[src/rtl/mem_share_skid_fifo.sv]
// ---------------------------------------------------------------------------
// mem_share_skid_fifo
//
// Skid buffer for share-group request flag vectors between the request flag
// generator and the shift-control register file of the memory-share
// scheduler. Vectors move over a valid/ready handshake. Up to SKID_DEPTH
// vectors are held in a circular buffer while the register file applies
// back-pressure. The buffer also supports update masking (freeze), flush,
// and registered occupancy reporting.
//
// Optional feature macro: SKID_BYPASS_EN
//   defined   -> when the buffer is empty and the consumer is ready, the
//                input vector goes straight to the output in the same cycle
//                and is not stored.
//   undefined -> every vector is stored first (minimum latency 1 cycle).
//
// Ports:
//   sys_clk           clock, all logic on the rising edge
//   rst               synchronous active-high reset
//   share_rqstFlag_i  request flags from the generator
//   rqst_valid_i      share_rqstFlag_i valid
//   rqst_ready_o      buffer can accept this cycle
//   share_rqstFlag_o  flags to the register file
//   rqst_valid_o      share_rqstFlag_o valid
//   rqst_ready_i      register file accepts this cycle
//   update_mask_i     freeze: no push, no pop, handshakes forced low
//   flush_i           discard all buffered entries
//   occupancy_o       buffered entry count (registered)
//   full_o            occupancy_o == SKID_DEPTH (registered)
//   empty_o           occupancy_o == 0 (registered)
// ---------------------------------------------------------------------------
module mem_share_skid_fifo #(
  parameter int SHARE_GROUP_SIZE = 5,
  parameter int SKID_DEPTH       = 2,
  parameter int CNT_W            = $clog2(SKID_DEPTH + 1)
) (
  input  logic                        sys_clk,
  input  logic                        rst,
  input  logic [SHARE_GROUP_SIZE-1:0] share_rqstFlag_i,
  input  logic                        rqst_valid_i,
  output logic                        rqst_ready_o,
  output logic [SHARE_GROUP_SIZE-1:0] share_rqstFlag_o,
  output logic                        rqst_valid_o,
  input  logic                        rqst_ready_i,
  input  logic                        update_mask_i,
  input  logic                        flush_i,
  output logic [CNT_W-1:0]            occupancy_o,
  output logic                        full_o,
  output logic                        empty_o
);

  localparam int              PTR_W   = (SKID_DEPTH > 1) ? $clog2(SKID_DEPTH) : 1;
  localparam logic [CNT_W-1:0] DEPTH_C = CNT_W'(SKID_DEPTH);
  localparam logic [CNT_W-1:0] ONE_C   = CNT_W'(1);
  localparam logic [PTR_W-1:0] LAST_C  = PTR_W'(SKID_DEPTH - 1);

  logic [SHARE_GROUP_SIZE-1:0] mem_q [SKID_DEPTH];
  logic [PTR_W-1:0]            wr_ptr_q, wr_ptr_d;
  logic [PTR_W-1:0]            rd_ptr_q, rd_ptr_d;
  logic [CNT_W-1:0]            count_q, count_d;
  logic                        full_q, full_d;
  logic                        empty_q, empty_d;

  logic blocked;      // no handshake may complete this cycle
  logic has_data;     // at least one stored entry
  logic bypass_show;  // empty buffer presenting the live input
  logic bypass_take;  // live input consumed directly by the register file
  logic push;
  logic pop;

  // Pointers wrap explicitly so SKID_DEPTH need not be a power of two.
  function automatic logic [PTR_W-1:0] next_ptr(input logic [PTR_W-1:0] p);
    return (p == LAST_C) ? '0 : p + PTR_W'(1);
  endfunction

  assign blocked  = rst | flush_i | update_mask_i;
  assign has_data = (count_q != '0);

`ifdef SKID_BYPASS_EN
  assign bypass_show = ~has_data & rqst_valid_i & ~blocked;
`else
  assign bypass_show = 1'b0;
`endif
  assign bypass_take = bypass_show & rqst_ready_i;

  // Ready depends only on local state: no combinational ready pass-through.
  assign rqst_ready_o = ~blocked & (count_q < DEPTH_C);
  assign rqst_valid_o = ~blocked & (has_data | bypass_show);

  assign push = rqst_valid_i & rqst_ready_o & ~bypass_take;
  assign pop  = rqst_valid_o & rqst_ready_i & has_data;

  // Head entry is shown even while masked or flushing; bypass data only when
  // it is actually being offered.
  assign share_rqstFlag_o = rst         ? '0 :
                            has_data    ? mem_q[rd_ptr_q] :
                            bypass_show ? share_rqstFlag_i : '0;

  assign occupancy_o = count_q;
  assign full_o      = full_q;
  assign empty_o     = empty_q;

  // NOTE: every variable is given a default first so no latch is inferred.
  always_comb begin
    wr_ptr_d = wr_ptr_q;
    rd_ptr_d = rd_ptr_q;
    count_d  = count_q;
    if (flush_i) begin
      wr_ptr_d = '0;
      rd_ptr_d = '0;
      count_d  = '0;
    end else begin
      if (push) wr_ptr_d = next_ptr(wr_ptr_q);
      if (pop)  rd_ptr_d = next_ptr(rd_ptr_q);
      unique case ({push, pop})
        2'b10:   count_d = count_q + ONE_C;
        2'b01:   count_d = count_q - ONE_C;
        default: count_d = count_q;  // idle, or push and pop together
      endcase
    end
    full_d  = (count_d == DEPTH_C);
    empty_d = (count_d == '0);
  end

  // NOTE: sequential state uses non-blocking assignments so every register
  // samples the pre-edge values regardless of statement order.
  always_ff @(posedge sys_clk) begin
    if (rst) begin
      wr_ptr_q <= '0;
      rd_ptr_q <= '0;
      count_q  <= '0;
      full_q   <= 1'b0;
      empty_q  <= 1'b1;
      // NOTE: the storage array is cleared on reset as well, so the output
      // data is a known zero instead of stale contents after reset.
      for (int i = 0; i < SKID_DEPTH; i++) begin
        mem_q[i] <= '0;
      end
    end else begin
      wr_ptr_q <= wr_ptr_d;
      rd_ptr_q <= rd_ptr_d;
      count_q  <= count_d;
      full_q   <= full_d;
      empty_q  <= empty_d;
      if (push) begin
        mem_q[wr_ptr_q] <= share_rqstFlag_i;
      end
    end
  end

endmodule

[config.mk]
export PLATFORM = sky130hd
export DESIGN_NAME = mem_share_skid_fifo
export DESIGN_NICKNAME = d
export VERILOG_FILES = /design/src/rtl/mem_share_skid_fifo.sv
export SDC_FILE = /design/constraint.sdc
export NUM_CORES = 1
export LEC_CHECK = 0
export CAP_MARGIN = 5
export CORE_MARGIN = 10
export CORE_UTILIZATION = 42
export CTS_BUF_LIST = sky130_fd_sc_hd__clkbuf_16
export DETAILED_ROUTE_END_ITERATION = 16
export PLACE_DENSITY = 0.74
export SLEW_MARGIN = 20
export SYNTH_ARGS = -nofsm -noshare
export SYNTH_HDL_FRONTEND = slang
export SYNTH_SLANG_ARGS = --single-unit
export TNS_END_PERCENT = 5
[constraint.sdc]
create_clock -name sys_clk -period 1.5 [get_ports sys_clk]
set_input_delay 0.225 -clock sys_clk [delete_from_list [all_inputs] [get_ports sys_clk]]
set_output_delay 0.225 -clock sys_clk [all_outputs]
set_load 0.005 [all_outputs]
* Word level (Yosys, flattened, before mapping)
Memories as Yosys holds them, arrays and structs flattened. A register that Yosys moved wholly into a read port is not among the register bits. Cells that the tools add are included.
Storage, ports and cells: register bits 6, bits in writable memories 10, bits of input ports 11, output and inout bits 11, word-level logic and storage cells 42, memories kept 1
Cells by class: add/sub/neg operators 4, $lt $le $gt $ge 1, eq/ne operators 3, mux-type cells 16, bitwise operators 8, reduce and logical (&&, ||, !) cells 4
Memories:
- mem_q | words 2, bits a word 5, rd ports 1, clocked after memory_dff 1, wr ports 2, line 57 | logic [SHARE_GROUP_SIZE-1:0] mem_q [SKID_DEPTH];
Operator list (count):
- 5-bit 2-to-1 mux | 3
- 1-bit 2-to-1 mux | 11
- 1-bit bitwise AND | 5
- 5-bit OR reduction | 1
- 2-bit == test, second input constant | 2
- 2-bit case mux with 2 select lines | 1
- 1-bit adder, second input constant | 2
- 2-bit by 1-bit adder with 2-bit output, second input constant | 1
- 2-bit by 1-bit == test with 1-bit output, second input constant | 1
- 2-bit zero test | 1
- 2-bit < comparator, second input constant | 1
- 2-bit 2-to-1 mux | 1
- 1-bit OR | 2
- 2-bit nonzero test | 1
- 2-bit OR reduction | 1
- 2-bit by 1-bit subtractor with 2-bit output, second input constant | 1
- 1-bit NOT | 1

* Depth between registers and ports, before layout
depth in word-level cells 10, mapped depth 7, depth with buffers taken out 7

* Least setup slack after synthesis
OpenSTA, ideal clock, no wires.
path kind flip-flop to flip-flop, from register count_q[1], in the netlist occupancy_o[1], to register empty_q, in the netlist empty_o, setup time 0.142 ns, arrival time 1.492 ns, required time 1.358 ns, slack -0.134 ns, stages on the path, launching flop included 8, buffers on the path 0, clock period less this slack 1.634 ns, path through dfxtp_1 > o21ba_2 > nand2_1 > nor2_1 > ha_1 > nor2b_1 > a21oi_1 > o221ai_1
On the way: cells in the longest elaborated chain, start to end 8, elaborated cells on any way between the ends 14, classes of those cells 2 x add/sub; 1 x order compare; 2 x eq/ne; 2 x mux; 5 x bitwise; 2 x reduce/logical
RTL lines:
- from (decl) | line 60 | logic [CNT_W-1:0] count_q, count_d;
- from (signal assigned) | line 142 | count_q <= count_d;
- 2-bit nonzero test (*) | line 77 | assign has_data = (count_q != '0);
- 1-bit bitwise AND | line 88 | assign rqst_valid_o = ~blocked & (has_data | bypass_show);
- 1-bit bitwise AND | line 91 | assign pop = rqst_valid_o & rqst_ready_i & has_data;
- 1-bit bitwise AND (*) | line 91
- named net pop | line 69 | logic pop;
- 2-bit by 1-bit == test with 1-bit output / 2-bit == test (equally long branches) | line 115 | unique case ({push, pop})
- 2-bit case mux with 2 select lines (*) | line 115
- 2-bit 2-to-1 mux (*) | line 108 | if (flush_i) begin
- 2-bit zero test (*) | line 122 | empty_d = (count_d == '0);
- to (signal assigned) | line 144 | empty_q <= empty_d;
- to (decl) | line 62 | logic empty_q, empty_d;
Mark *: on every way through the listed nets, which the timed path passes. The rest lies on a longest branch. A chain may end at the register's enable or synchronous reset.

* Worst setup path after layout
Same ends and word-level chain as after synthesis.

==> results.md <==
- Pleak: 0.550 nW
- Initial core utilization: 45.8%
- DIE WIDTH: 64.3 um
- Final Skew: 0.000596 ns
- WL final: 1970 um
- Yosys top cell area share: 36.4%
- Setup slack, reg-to-reg: -0.03 ns
- Post-synthesis sequential area ratio: 53.4%
- R2r worst-path depth: 7
- Clk slew on worst S/H paths: 0.05 ns
- DRC: 0
- Antenna Violating Nets Remaining: 0
- Total Die Area: 4140 um2
- Maximum vdd drop: 0.000558 V
- Final Hold Viols: 0
- Kind of critical path: register to register
- First-pass GRT wire length: 3260 um
- Io pins: 22
- RSZ-0062 raised after global routing: true
- Post-detail-place hpwl: 1450 um
- Fmax: 655 MHz
- Total GRT Usage: 9.79%
- Final core utilization: 74.0%
- Synth area leaders: edfxtp_1 36%, dfxtp_1 17%, mux2i_1 9.7%, and2_1 8.3%, nor3b_4 4.6%
- Syn Area/Cell: 11.5 um2
- Fin cells: 136
- Required time of the critical path: 1.62 ns
- Clock latency at the later pin of the worst-skew pair: 0.25 ns
- Cell family with most CP delay: compound AO/OA/AOI/OAI gates
- Outcome: complete, but fails checks
- Vias: 659
- Antenna violations before repair: 0
- Hold/Removal Path Class: register to register
- Die height: 64.3 um
- Syn nets: 84
- CTS tree: yes
- IO Port Bufs: 21
- CP arrival: 1.65 ns
- Yosys top cell by area: edfxtp_1
- Min setup slack post-route: -0.0269 ns
- Grt ovf: 0
- Antenna cells: 0
- Share of cells above drive strength 1: 36.9%
- Hold_buf cts: 0
- P per Cell Area: 860 nW/um2
- Via-per-instance ratio: 4.85
- Violated checks: negative setup slack
- Routability cong.: 0.764
- Nature of the critical path endpoint: register
- Synth Instances: 72
- Max Cap Viol: 0
- Syn-to-layout area delta: 61.6%
- DRT Pass-1 Iters: 4
- Final critical-path share of the clock period: 102%
- Slew Limit Headroom: 86.6%
- Deepest clock path buffer count: 2
- Critical-path cell list: o21ba_4 -> nand2_4 -> nor2_2 -> ha_4 -> nor2b_4 -> a21oi_2 -> o221ai_1
- Yosys warns: 0
- Num CTS Buffers: 3
- CP Launch Type: register
- Critical Path Max Stage Delay: 0.40 ns
- Yosys reg bits: 17
- Layout Nets: 124
- Cell variety after synth: 23
- Hold Startpoint: rd_ptr_q
- Row cnt: 15
- Worst slew pin tran: 0.200 ns
- Hold Crit Depth: 2
- CTS root buf: clkbuf_16
- Vias in the first global route: 706
- Largest net degree at the start of global routing: 11
- Buf+Inv Stages, Crit Path: 0
- First DRT Iteration DRCs: 14
- Post-synth design cell area: 825 um2
- Post-route minimum period: 1.53 ns
- Clock sinks: 17
- Worst r2r src: occupancy_o[1]
- Slew Limit Fails: 0
- Max FO, Critical Path: 5
- H-tree depth: 1
- Core ar.: 1800 um2
- # setup viols final: 1
- DR WL/cell: 14.5 um
- Worst r2r dst: empty_o
- Inst Count DP: 131
- Crit path max-delay cell type: dfxtp_4
[layout by cell type (no fill, tap or decap), types with 2 or more instances in the layout]
cell and n:
clkdlybuf4s15_1 2, dlygate4sd2_1 9, dfxtp_4 2, clkdlybuf4s50_1 9
nand2_1 2, and2_1 11, nor2_1 7, xnor2_1 2
edfxtp_1 10, clkbuf_16 3, or3_1 2, nor2_2 2
dfxtp_1 4, buf_4 15, or2_4 3, mux2i_1 8
nor3b_4 2
[where the power goes]
part           switching, mW  internal (mW)  leakage [nW]
combinational         0.0394         0.0597         0.344
clock                  0.182          0.357        0.0409
sequential           0.00493          0.503         0.164
[how the worst max path moves through the flow]
stage / from / to / slack (ns) / cells after the start
final: occupancy_o[1] / empty_o / -0.03 / 7
after detailed placement: update_mask_i / empty_o / -0.43 / 8
after floorplan: occupancy_o[1] / empty_o / 0.004 / 7
after global placement: flush_i / rqst_ready_o / -0.39 / 4
after global routing: occupancy_o[1] / empty_o / -0.08 / 7
after CTS: occupancy_o[1] / empty_o / -0.06 / 7
[repair_timing]
action                                  CTS  global route
endpoints found under the setup margin   21            19
setup buffers                             1             0
pin swaps                                 2             2
gates resized for setup                  20            10
[cell usage after synthesis]
library cell and number:
ha_1 1, o221ai_1 1, and3_2 1, o21ba_2 1, nor2_1 9, nor3_1 2
nand2b_1 1, or3_1 2, a21oi_1 1, or2_2 1, mux2i_1 8, or2_1 2
xnor2_1 2, edfxtp_1 10, and2_1 11, o21bai_1 1, nor2b_1 2, or2b_1 1
o32ai_1 1, nand2_1 4, clkbuf_1 1, nor3b_4 2, dfxtp_1 7
[cell families (layout without fill, tap and decap cells)]
kind of cell | Yosys count | after routing | share of synthesized area [%]
AOI/OAI and AO/OA | 5 | 5 | 4.86
xor gates and xnor gates | 2 | 2 | 2.12
adders and majority gates | 1 | 1 | 1.52
buffers and inverters | 1 | 40 | 0.455
DFF | 17 | 17 | 53.4
muxes | 8 | 8 | 9.71
and+or+nand+nor | 38 | 38 | 27.9
[layer usage]
metal	track usage, %	vias up	part of all wire (%)
li1	-	332	-
met3	3.48	2	5.6
met2	17.0	18	51
met4	4.01	0	1.4
met5	0	-	0
met1	10.5	307	42
[layout make-up]
cell class / instances / area [um2]
Fill cell: 129 / 469
Clock buffer: 3 / 75.1
Multi-Input combinational cell: 54 / 459
Clock inverter: 1 / 5.00
Tap cell: 25 / 31.3
Timing Repair Buffer: 36 / 313
Sequential cell: 17 / 449
[flip-flops by register name (all words and copies together), names as in the netlist, named ones only]
register     cells
wr_ptr_q         1
full_o           1
mem_q           10
empty_o          1
rd_ptr_q         1
occupancy_o      2
[tightest hold or removal path: stages, from the launching register on]
cell,delay (ns)
dfxtp_1,0.31
nand2_1,0.07
mux2i_1,0.06
[per-stage QoR]
step | total power [mW] | hold slack (ns) | setup TNS, ns | worst slack (ns) | area, um2
6_report | 1.15 | 0.491 | -0.0269 | -0.0269 | 1330
5_1_grt | 1.17 | 0.505 | -0.498 | -0.0845 | 1330
4_1_cts | 1.14 | 0.485 | -0.156 | -0.0585 | 1290
2_1_floorplan | 0.554 | 0.377 | 0 | 0.00431 | 855
3_3_place_gp | 0.606 | 0.468 | -9.03 | -0.385 | 1200
3_5_place_dp | 0.609 | 0.485 | -9.65 | -0.431 | 1200
No activity file was read; power rests on OpenSTA's default activity.
